==> src/rtl/cpu_pkg.sv <==
// Shared CPU types for the EX-stage divider: operation and FSM state enums,
// plus the alu_rd_operator encodings that select a divide operation.
package cpu_pkg;

  typedef enum logic [1:0] {
    OP_DIV  = 2'd0,
    OP_DIVU = 2'd1,
    OP_REM  = 2'd2,
    OP_REMU = 2'd3
  } div_op_t;

  typedef enum logic [1:0] {
    DIV_IDLE = 2'd0,
    DIV_BUSY = 2'd1,
    DIV_DONE = 2'd2
  } div_state_t;

  localparam logic [3:0] ALU_RD_DIV  = 4'hC;
  localparam logic [3:0] ALU_RD_DIVU = 4'hD;
  localparam logic [3:0] ALU_RD_REM  = 4'hE;
  localparam logic [3:0] ALU_RD_REMU = 4'hF;

  function automatic logic alu_rd_is_div(input logic [3:0] alu_rd_operator);
    return (alu_rd_operator == ALU_RD_DIV)  || (alu_rd_operator == ALU_RD_DIVU) ||
           (alu_rd_operator == ALU_RD_REM)  || (alu_rd_operator == ALU_RD_REMU);
  endfunction

  function automatic div_op_t alu_rd_to_div_op(input logic [3:0] alu_rd_operator);
    case (alu_rd_operator)
      ALU_RD_DIVU: return OP_DIVU;
      ALU_RD_REM:  return OP_REM;
      ALU_RD_REMU: return OP_REMU;
      default:     return OP_DIV;
    endcase
  endfunction

  function automatic logic op_is_signed(input div_op_t op);
    return (op == OP_DIV) || (op == OP_REM);
  endfunction

  function automatic logic op_is_rem(input div_op_t op);
    return (op == OP_REM) || (op == OP_REMU);
  endfunction

endpackage

==> src/rtl/ex_iterative_divider_if.sv <==
// Request/response bundle between the ID/EX stage and the iterative divider.
// start is accepted only while the divider is idle; done pulses for one cycle with result.
interface ex_iterative_divider_if
  import cpu_pkg::*;
#(
  parameter int XLEN = 32
);
  logic             start;
  div_op_t          op;
  logic [XLEN-1:0]  dividend;
  logic [XLEN-1:0]  divisor;
  logic             flush;
  logic             stall;
  logic             busy;
  logic             done;
  logic [XLEN-1:0]  result;
  div_state_t       state;

  modport master (
    output start, op, dividend, divisor, flush,
    input  stall, busy, done, result, state
  );

  modport slave (
    input  start, op, dividend, divisor, flush,
    output stall, busy, done, result, state
  );
endinterface

==> src/rtl/ex_iterative_divider_clz_counter.sv <==
// Combinational leading-zero count; an all-zero input returns XLEN.
// Only instantiated when DIV_EARLY_OUT_EN is defined.
module clz_counter #(
  parameter int XLEN = 32
) (
  input  logic [XLEN-1:0]          val_i,
  output logic [$clog2(XLEN):0]    cnt_o
);
  localparam int CW = $clog2(XLEN) + 1;

  logic found;

  always_comb begin
    cnt_o = CW'(XLEN);
    found = 1'b0;
    for (int i = XLEN - 1; i >= 0; i--) begin
      if (!found && val_i[i]) begin
        cnt_o = CW'(XLEN - 1 - i);
        found = 1'b1;
      end
    end
  end
endmodule

==> src/rtl/ex_iterative_divider.sv <==
// RV32M DIV/DIVU/REM/REMU: radix-2 restoring divider, one quotient bit per cycle.
// Optional DIV_EARLY_OUT_EN skips the dividend's leading zeros at acceptance.
module ex_iterative_divider
  import cpu_pkg::*;
#(
  parameter int XLEN = 32
) (
  input  logic                    clk,
  input  logic                    reset,
  ex_iterative_divider_if.slave   div_if
);
  localparam int CW = $clog2(XLEN) + 1;
  localparam logic [XLEN-1:0] MIN_NEG = {1'b1, {(XLEN-1){1'b0}}};

  div_state_t       state_q;
  logic [CW-1:0]    cnt_q;
  logic [XLEN-1:0]  rem_q;
  logic [XLEN-1:0]  quo_q;
  logic [XLEN-1:0]  dvs_q;
  logic [XLEN-1:0]  result_q;
  logic             neg_quo_q;
  logic             neg_rem_q;
  logic             is_rem_q;
  logic             done_q;

  logic             in_signed;
  logic             in_rem;
  logic             a_neg;
  logic             b_neg;
  logic [XLEN-1:0]  a_mag;
  logic [XLEN-1:0]  b_mag;
  logic             special;
  logic [XLEN-1:0]  special_res;
  logic [XLEN-1:0]  init_quo;
  logic [CW-1:0]    init_cnt;

  always_comb begin
    in_signed   = op_is_signed(div_if.op);
    in_rem      = op_is_rem(div_if.op);
    a_neg       = in_signed & div_if.dividend[XLEN-1];
    b_neg       = in_signed & div_if.divisor[XLEN-1];
    a_mag       = a_neg ? (~div_if.dividend + 1'b1) : div_if.dividend;
    b_mag       = b_neg ? (~div_if.divisor + 1'b1) : div_if.divisor;
    special     = 1'b1;
    special_res = '0;
    // Cases the iteration cannot produce correctly resolve in a single cycle.
    if (div_if.divisor == '0) begin
      special_res = in_rem ? div_if.dividend : '1;
    end else if (in_signed && (div_if.dividend == MIN_NEG) && (div_if.divisor == '1)) begin
      special_res = in_rem ? '0 : div_if.dividend;
`ifdef DIV_EARLY_OUT_EN
    end else if (a_mag == '0) begin
      special_res = '0;
`endif
    end else begin
      special = 1'b0;
    end
  end

`ifdef DIV_EARLY_OUT_EN
  logic [CW-1:0] a_clz;

  clz_counter #(.XLEN(XLEN)) u_clz (
    .val_i (a_mag),
    .cnt_o (a_clz)
  );

  // Leading zeros would only shift in zero quotient bits, so skip them.
  assign init_quo = a_mag << a_clz;
  assign init_cnt = CW'(XLEN) - a_clz;
`else
  assign init_quo = a_mag;
  assign init_cnt = CW'(XLEN);
`endif

  logic [XLEN:0]    shifted;
  logic [XLEN:0]    diff;
  logic             q_bit;
  logic [XLEN-1:0]  rem_d;
  logic [XLEN-1:0]  quo_d;
  logic [XLEN-1:0]  fin_d;

  // quo_q holds the unconsumed dividend bits at the top and the quotient at the bottom.
  assign shifted = {rem_q, quo_q[XLEN-1]};
  assign diff    = shifted - {1'b0, dvs_q};
  assign q_bit   = ~diff[XLEN];
  assign rem_d   = q_bit ? diff[XLEN-1:0] : shifted[XLEN-1:0];
  assign quo_d   = {quo_q[XLEN-2:0], q_bit};
  assign fin_d   = is_rem_q ? (neg_rem_q ? (~rem_d + 1'b1) : rem_d)
                            : (neg_quo_q ? (~quo_d + 1'b1) : quo_d);

  always_ff @(posedge clk or posedge reset) begin
    if (reset) begin
      state_q   <= DIV_IDLE;
      cnt_q     <= '0;
      rem_q     <= '0;
      quo_q     <= '0;
      dvs_q     <= '0;
      result_q  <= '0;
      neg_quo_q <= 1'b0;
      neg_rem_q <= 1'b0;
      is_rem_q  <= 1'b0;
      done_q    <= 1'b0;
    end else begin
      done_q <= 1'b0;
      if (div_if.flush) begin
        state_q <= DIV_IDLE;
      end else begin
        case (state_q)
          DIV_IDLE: begin
            if (div_if.start) begin
              neg_quo_q <= a_neg ^ b_neg;
              neg_rem_q <= a_neg;
              is_rem_q  <= in_rem;
              if (special) begin
                result_q <= special_res;
                done_q   <= 1'b1;
                state_q  <= DIV_DONE;
              end else begin
                rem_q   <= '0;
                quo_q   <= init_quo;
                dvs_q   <= b_mag;
                cnt_q   <= init_cnt;
                state_q <= DIV_BUSY;
              end
            end
          end
          DIV_BUSY: begin
            rem_q <= rem_d;
            quo_q <= quo_d;
            cnt_q <= cnt_q - CW'(1);
            if (cnt_q == CW'(1)) begin
              result_q <= fin_d;
              done_q   <= 1'b1;
              state_q  <= DIV_DONE;
            end
          end
          DIV_DONE: state_q <= DIV_IDLE;
          default:  state_q <= DIV_IDLE;
        endcase
      end
    end
  end

  // Combinational so the pipeline is held from the very cycle the divide is offered.
  assign div_if.stall  = ((state_q == DIV_IDLE) & div_if.start & ~div_if.flush) |
                         (state_q == DIV_BUSY);
  assign div_if.busy   = (state_q == DIV_BUSY);
  assign div_if.done   = done_q;
  assign div_if.result = result_q;
  assign div_if.state  = state_q;

endmodule

==> src/flat_wrapper.sv <==
// flat-port wrapper written by rule: the top's interface ports become plain ports
module ex_iterative_divider_flat import cpu_pkg::*;
#(
  parameter int XLEN = 32
)
  (clk, reset, div_if_start, div_if_op, div_if_dividend, div_if_divisor, div_if_flush, div_if_stall, div_if_busy, div_if_done, div_if_result, div_if_state);
  ex_iterative_divider_if #(.XLEN(XLEN)) div_if_i ();
  input  logic clk;
  input  logic reset;
  input wire logic [$bits(div_if_i.start)-1:0] div_if_start;
  input wire logic [$bits(div_if_i.op)-1:0] div_if_op;
  input wire logic [$bits(div_if_i.dividend)-1:0] div_if_dividend;
  input wire logic [$bits(div_if_i.divisor)-1:0] div_if_divisor;
  input wire logic [$bits(div_if_i.flush)-1:0] div_if_flush;
  output wire logic [$bits(div_if_i.stall)-1:0] div_if_stall;
  output wire logic [$bits(div_if_i.busy)-1:0] div_if_busy;
  output wire logic [$bits(div_if_i.done)-1:0] div_if_done;
  output wire logic [$bits(div_if_i.result)-1:0] div_if_result;
  output wire logic [$bits(div_if_i.state)-1:0] div_if_state;
  assign div_if_i.start = div_if_start;
  assign div_if_i.op = div_if_op;
  assign div_if_i.dividend = div_if_dividend;
  assign div_if_i.divisor = div_if_divisor;
  assign div_if_i.flush = div_if_flush;
  assign div_if_stall = div_if_i.stall;
  assign div_if_busy = div_if_i.busy;
  assign div_if_done = div_if_i.done;
  assign div_if_result = div_if_i.result;
  assign div_if_state = div_if_i.state;
  ex_iterative_divider #(.XLEN(XLEN)) u_core (.clk(clk), .reset(reset), .div_if(div_if_i));
endmodule
==> config.mk <==
export PLATFORM = sky130hd
export DESIGN_NAME = ex_iterative_divider_flat
export DESIGN_NICKNAME = d
export VERILOG_FILES = /design/src/rtl/cpu_pkg.sv /design/src/rtl/ex_iterative_divider_if.sv /design/src/rtl/ex_iterative_divider_clz_counter.sv /design/src/rtl/ex_iterative_divider.sv /design/src/flat_wrapper.sv
export SDC_FILE = /design/constraint.sdc
export NUM_CORES = 1
export LEC_CHECK = 0
export CORE_UTILIZATION = 40
export CTS_CLUSTER_DIAMETER = 80
export DETAILED_ROUTE_END_ITERATION = 7
export GPL_ROUTABILITY_DRIVEN = 1
export GPL_TIMING_DRIVEN = 0
export PLACE_DENSITY_LB_ADDON = 0.1
export SLEW_MARGIN = 20
export SYNTH_ARGS = -nofsm -noshare
export SYNTH_HDL_FRONTEND = slang
export SYNTH_HIERARCHICAL = 1
export SYNTH_SLANG_ARGS = --single-unit
==> constraint.sdc <==
create_clock -name clk -period 10.1 [get_ports clk]
set_input_delay 2.02 -clock clk [delete_from_list [all_inputs] [get_ports clk]]
set_output_delay 2.02 -clock clk [all_outputs]
set_load 0.01 [all_outputs]
==> results.txt <==
The number of enable flip-flop cells after synthesis came out at 0. The number of unique standard cell types used by synthesis came out at 93. The via-per-instance ratio came out at between 6 and 7. 0 antenna diodes ended up in the layout. The full die area is 0.0307 mm2.

The number of buffer and inverter stages on the critical path came out at 7. The die is roughly 180 um tall. Summing all flip-flop and latch instances after layout gives ~0.0035 mm2. By area, the combinational part of the netlist is dominated by compound AO/OA/AOI/OAI gates. The H-tree was split into 4 levels. Summing all multi-input logic gate instances after layout gives 0.00777 mm2. The maximum resistive drop on vdd came out at 0.105 mV. The top-area cell type share of the netlist area came out at around 29%. The worst hold path begins at u_core/div_if.result[1]. The warning count from the yosys run is 6. The area fraction in and, or, nand and nor cells after synthesis is 20.2%. The total negative slack for setup checks is 0 ns. The clock latency reported for the late side of the worst-skew pair came out at ~0.44 ns. Routed signal wires occupy layers up through met5. The amount of wire on met3 after detailed routing came out at 3.53 mm. The critical path required time came out at ~10 ns. Setup repair after global routing left no endpoint under its margin. The post-layout utilization of the core is approximately 48%.

For this run, asynchronously set or reset flops after synthesis account for 100%. The clock network power share came out at around a quarter. The internal power consumption is between 1 and 1.5 mW. After Yosys synthesis, XOR and XNOR cells account for under 10% of the synthesized area. For this design the static power due to leakage is 5.75 nW.

The I/O pin total is 107. The global-route wire length before repair came out at approximately 68 mm. The mapped cell area came out at between 0.01 and 0.015 mm2. The die is ~180 um wide. The largest individual stage delay along the critical path comes from the cell sky130_fd_sc_hd__buf_1. The maximum buffer depth of the clock tree came out at 2. The sequential-to-total area share from yosys stat is between 20% and 30%. The dominant cell type by area after synthesis is sky130_fd_sc_hd__dfrtp_1. The worst setup path is launched from a register. The max-slew headroom at the worst pin came out at 32.9%. The detailed-routing iteration count for the pre-antenna-repair pass came out at 8. The number of register bits inferred by synthesis came out at 140.

The mux cell area share after synthesis came out at about 2.8%. In the synthesized netlist the dominant register cell turns out to be sky130_fd_sc_hd__dfrtp_1. The power density over the cells came out at 182 mW/mm2. The sum of met2 wire segment lengths after detailed routing is 19.3 mm. In the final layout, the share of cells above drive strength 1 is approximately 5.9%. The number of maximum-capacitance violations came out at 0.

In this run the worst hold path is classified as register to register. The number of cells produced by synthesis is approximately 1500. The relative area change from synthesis to final layout is 17.7%. The net load switching power is between 1 and 1.5 mW. The least setup slack across all paths after layout came out at roughly 2.4 ns.

The residual overflow from global routing is 0. The number of cell rows is between 60 and 70. The initial cell density of the core came out at 40.6%. The total number of vias is approximately 13000. The routed length per placed instance came out at 21.4 um. The total count of max-transition violations in the final report came out at 0. The largest net degree at the start of global routing is 98. The via count of the first global-routing pass is between 10000 and 15000.

Detailed placement finished with a half-perimeter wire length of approximately 34 mm. In the routed design, unresolved DRC markers number 12. The total global-route track usage is 29.1%. The detail route stage leaves a number of antenna-violating nets equal to 0. The post-CTS clock slew at the launch and capture registers of the worst setup and hold paths came out at 0.06 ns.

The time the worst path needs with I/O delays and setup came out at about 7.7 ns. TritonCTS built the clock tree. The critical path starts at u_core/quo_q[31]. Per report_power, the sequential group accounts for 32.2% of the total. The highest achievable clock rate came out at about 130 MHz. The compound-cell area share of the yosys netlist is about 28%. The startpoint identified for the worst register-to-register timing path is u_core/quo_q[31]. After detailed routing, the total wire length is 44.2 mm.

The total of fill cells in the finished design came out at about 3000. When the netlist entered floorplanning its net count stood at between 1500 and 2000. Leaving out fill and tap cells, the most frequent cells in the layout are sky130_fd_sc_hd__nand2_1 (152), sky130_fd_sc_hd__a21oi_1 (148), sky130_fd_sc_hd__dfrtp_1 (140). The number of endpoints with negative hold slack in the final report is 0.

Hold timing on the final database bottoms out at a slack of between 0.4 and 0.5 ns. The routed metal-1 wire length came out at roughly 20 mm. The worst setup path is captured at a register. The DRC violation total after the first TritonRoute iteration came out at about 1500.

The final reports fail on DRC. Leaving out fill and tap cells, the most frequent cell in the layout is sky130_fd_sc_hd__nand2_1. For this run, the slowest stage of the critical path takes 0.58 ns. The top fanout value on the critical path is 10. The number of failing setup endpoints in the final timing report came out at 0.

The number of nets in the final layout is around 1800. After synthesis, the cell types taking the most area are sky130_fd_sc_hd__dfrtp_1 (29%), sky130_fd_sc_hd__a21oi_1 (6.2%), sky130_fd_sc_hd__o21ai_0 (5.5%). The number of I/O port buffers came out at about 110. The post-CTS setup buffer count came out at 0. The mean instance size in the synthesized netlist is ~8 um2. Data on the critical path arrives at its endpoint at between 7 and 8 ns. The adder-cell share of the synthesized area came out at about 4.3%. Of the total power, combinational logic draws between 40% and 50%. The switching share of total power is between 40% and 50%.

The classification of the worst setup path is register to register. The clock skew after layout came out at around 0.012 ns. The number of hold buffers added after CTS came out at 0. Before CTS, the worst setup slack after placement is about 2.7 ns. The routability-driven placement congestion ratio came out at 0.934. In this run the standard cell core region covers between 0.02 and 0.03 mm2.

The clock sink count is 140. The largest delay contributor family on the critical path is compound AO/OA/AOI/OAI gates. After layout, the worst path uses between 70% and 80% of the clock period. Once the clock tree was built, the resizer swapped 0 gates to a different size. Clock tree synthesis inserted a total of 17 buffers. The pin slew with the least headroom to its limit came out at about 1 ns. The buffer type at the clock tree root is sky130_fd_sc_hd__clkbuf_16. The run finished, with violations left. The initial antenna violation count is 0.
power by group through the flow:
stage          clock network [mW]  logic, mW  registers [mW]
2_1_floorplan                   0      0.713           0.822
3_3_place_gp                    0       1.12           0.836
3_5_place_dp                    0       1.13           0.837
4_1_cts                     0.613       1.13           0.828
5_1_grt                     0.637       1.26           0.848
6_report                    0.602       1.14           0.830
layout make-up:
| cell class | count | area share, % |
|---|---|---|
| well taps | 390 | 3.46 |
| inverters | 92 | 2.50 |
| multi-input cells | 1215 | 55.0 |
| repair buffers | 107 | 7.71 |
| clock buffers | 20 | 3.23 |
| clock inverters | 12 | 0.620 |
| flip-flops and latches | 140 | 24.8 |
| plain buffers | 90 | 2.64 |
worst register-to-register path, stage by stage, from the launching register on:
cell                        delay (ns)
sky130_fd_sc_hd__dfrtp_1          0.41
sky130_fd_sc_hd__inv_1            0.10
sky130_fd_sc_hd__ha_1             0.20
sky130_fd_sc_hd__inv_1            0.07
sky130_fd_sc_hd__fa_1             0.44
sky130_fd_sc_hd__a211oi_2         0.23
sky130_fd_sc_hd__o21bai_1         0.15
sky130_fd_sc_hd__o221ai_1         0.44
sky130_fd_sc_hd__a21oi_1          0.20
sky130_fd_sc_hd__nor4_1           0.52
sky130_fd_sc_hd__nor2_1           0.17
sky130_fd_sc_hd__inv_2            0.15
sky130_fd_sc_hd__buf_2            0.26
sky130_fd_sc_hd__buf_1            0.51
sky130_fd_sc_hd__buf_1            0.58
sky130_fd_sc_hd__nor2_1           0.09
sky130_fd_sc_hd__a21oi_1          0.24
sky130_fd_sc_hd__ha_1             0.25
sky130_fd_sc_hd__inv_1            0.08
sky130_fd_sc_hd__nor4_1           0.48
sky130_fd_sc_hd__o2111ai_1        0.29
sky130_fd_sc_hd__nor4_1           0.55
sky130_fd_sc_hd__o22ai_1          0.27
sky130_fd_sc_hd__o41ai_1          0.55
sky130_fd_sc_hd__xor2_1           0.22
sky130_fd_sc_hd__a21oi_1          0.09
flip-flops by register name, summed over array words and instances (netlist names):
signal / count
u_core/rem_q: 32
u_core/cnt_q: 6
u_core/neg_quo_q: 1
u_core/is_rem_q: 1
u_core/div_if.result: 32
u_core/neg_rem_q: 1
u_core/div_if.done: 1
u_core/quo_q: 32
u_core/div_if.state: 2
u_core/dvs_q: 32
path summary, 6_finish.rpt:
| kind | to | slack (ns) | cells past startpoint |
|---|---|---|---|
| worst max-delay path | u_core/div_if.result[30] | 2.44 | 25 |
| worst min-delay path | u_core/div_if.result[1] | 0.47 | 2 |
| worst max register to register | u_core/div_if.result[30] | 2.44 | 25 |
| worst min register to register | u_core/div_if.result[1] | 0.47 | 2 |
| max in group asynchronous | u_core/quo_q[25] | 7.29 | 3 |
| min in group asynchronous | u_core/dvs_q[6] | 1.96 | 2 |
metal layers:
layer / track usage [%] / vias up
met3: 5.59 / 71
met4: 9.67 / 2
met1: 41.3 / 6107
met5: 2.40 / -
li1: - / 5872
met2: 43.8 / 526
cells by family after synthesis:
kind of cell | after synthesis
and+or+nand+nor | 501
muxes | 33
adders and majority gates | 41
DFF | 140
buffers and inverters | 182
xor gates and xnor gates | 136
AOI/OAI and AO/OA | 504
synthesized netlist by cell type (12+ instances only):
cell and instances:
sky130_fd_sc_hd__a211oi_1 18, sky130_fd_sc_hd__a21oi_1 148, sky130_fd_sc_hd__a222oi_1 22, sky130_fd_sc_hd__a31oi_1 14, sky130_fd_sc_hd__and3_1 13, sky130_fd_sc_hd__buf_2 22, sky130_fd_sc_hd__clkbuf_1 56, sky130_fd_sc_hd__dfrtp_1 140
sky130_fd_sc_hd__ha_1 39, sky130_fd_sc_hd__inv_1 89, sky130_fd_sc_hd__mux2i_1 30, sky130_fd_sc_hd__nand2_1 152, sky130_fd_sc_hd__nand2b_1 12, sky130_fd_sc_hd__nand3_1 13, sky130_fd_sc_hd__nand4_1 19, sky130_fd_sc_hd__nor2_1 139
sky130_fd_sc_hd__nor3_1 44, sky130_fd_sc_hd__nor4_1 19, sky130_fd_sc_hd__o21ai_0 132, sky130_fd_sc_hd__o31ai_1 35, sky130_fd_sc_hd__o41ai_1 17, sky130_fd_sc_hd__or2_2 13, sky130_fd_sc_hd__or3_1 22, sky130_fd_sc_hd__or4_1 15
sky130_fd_sc_hd__xnor2_1 66, sky130_fd_sc_hd__xor2_1 70
per-stage QoR:
step	power, mW	area, um2	cells
global route	2.74	14100	2066
detailed placement	1.96	13600	2034
global placement	1.95	13500	2033
finish	2.58	14100	2066
CTS	2.57	14100	2066
floorplan	1.53	12000	1537
Power figures use the tool's default switching activity.
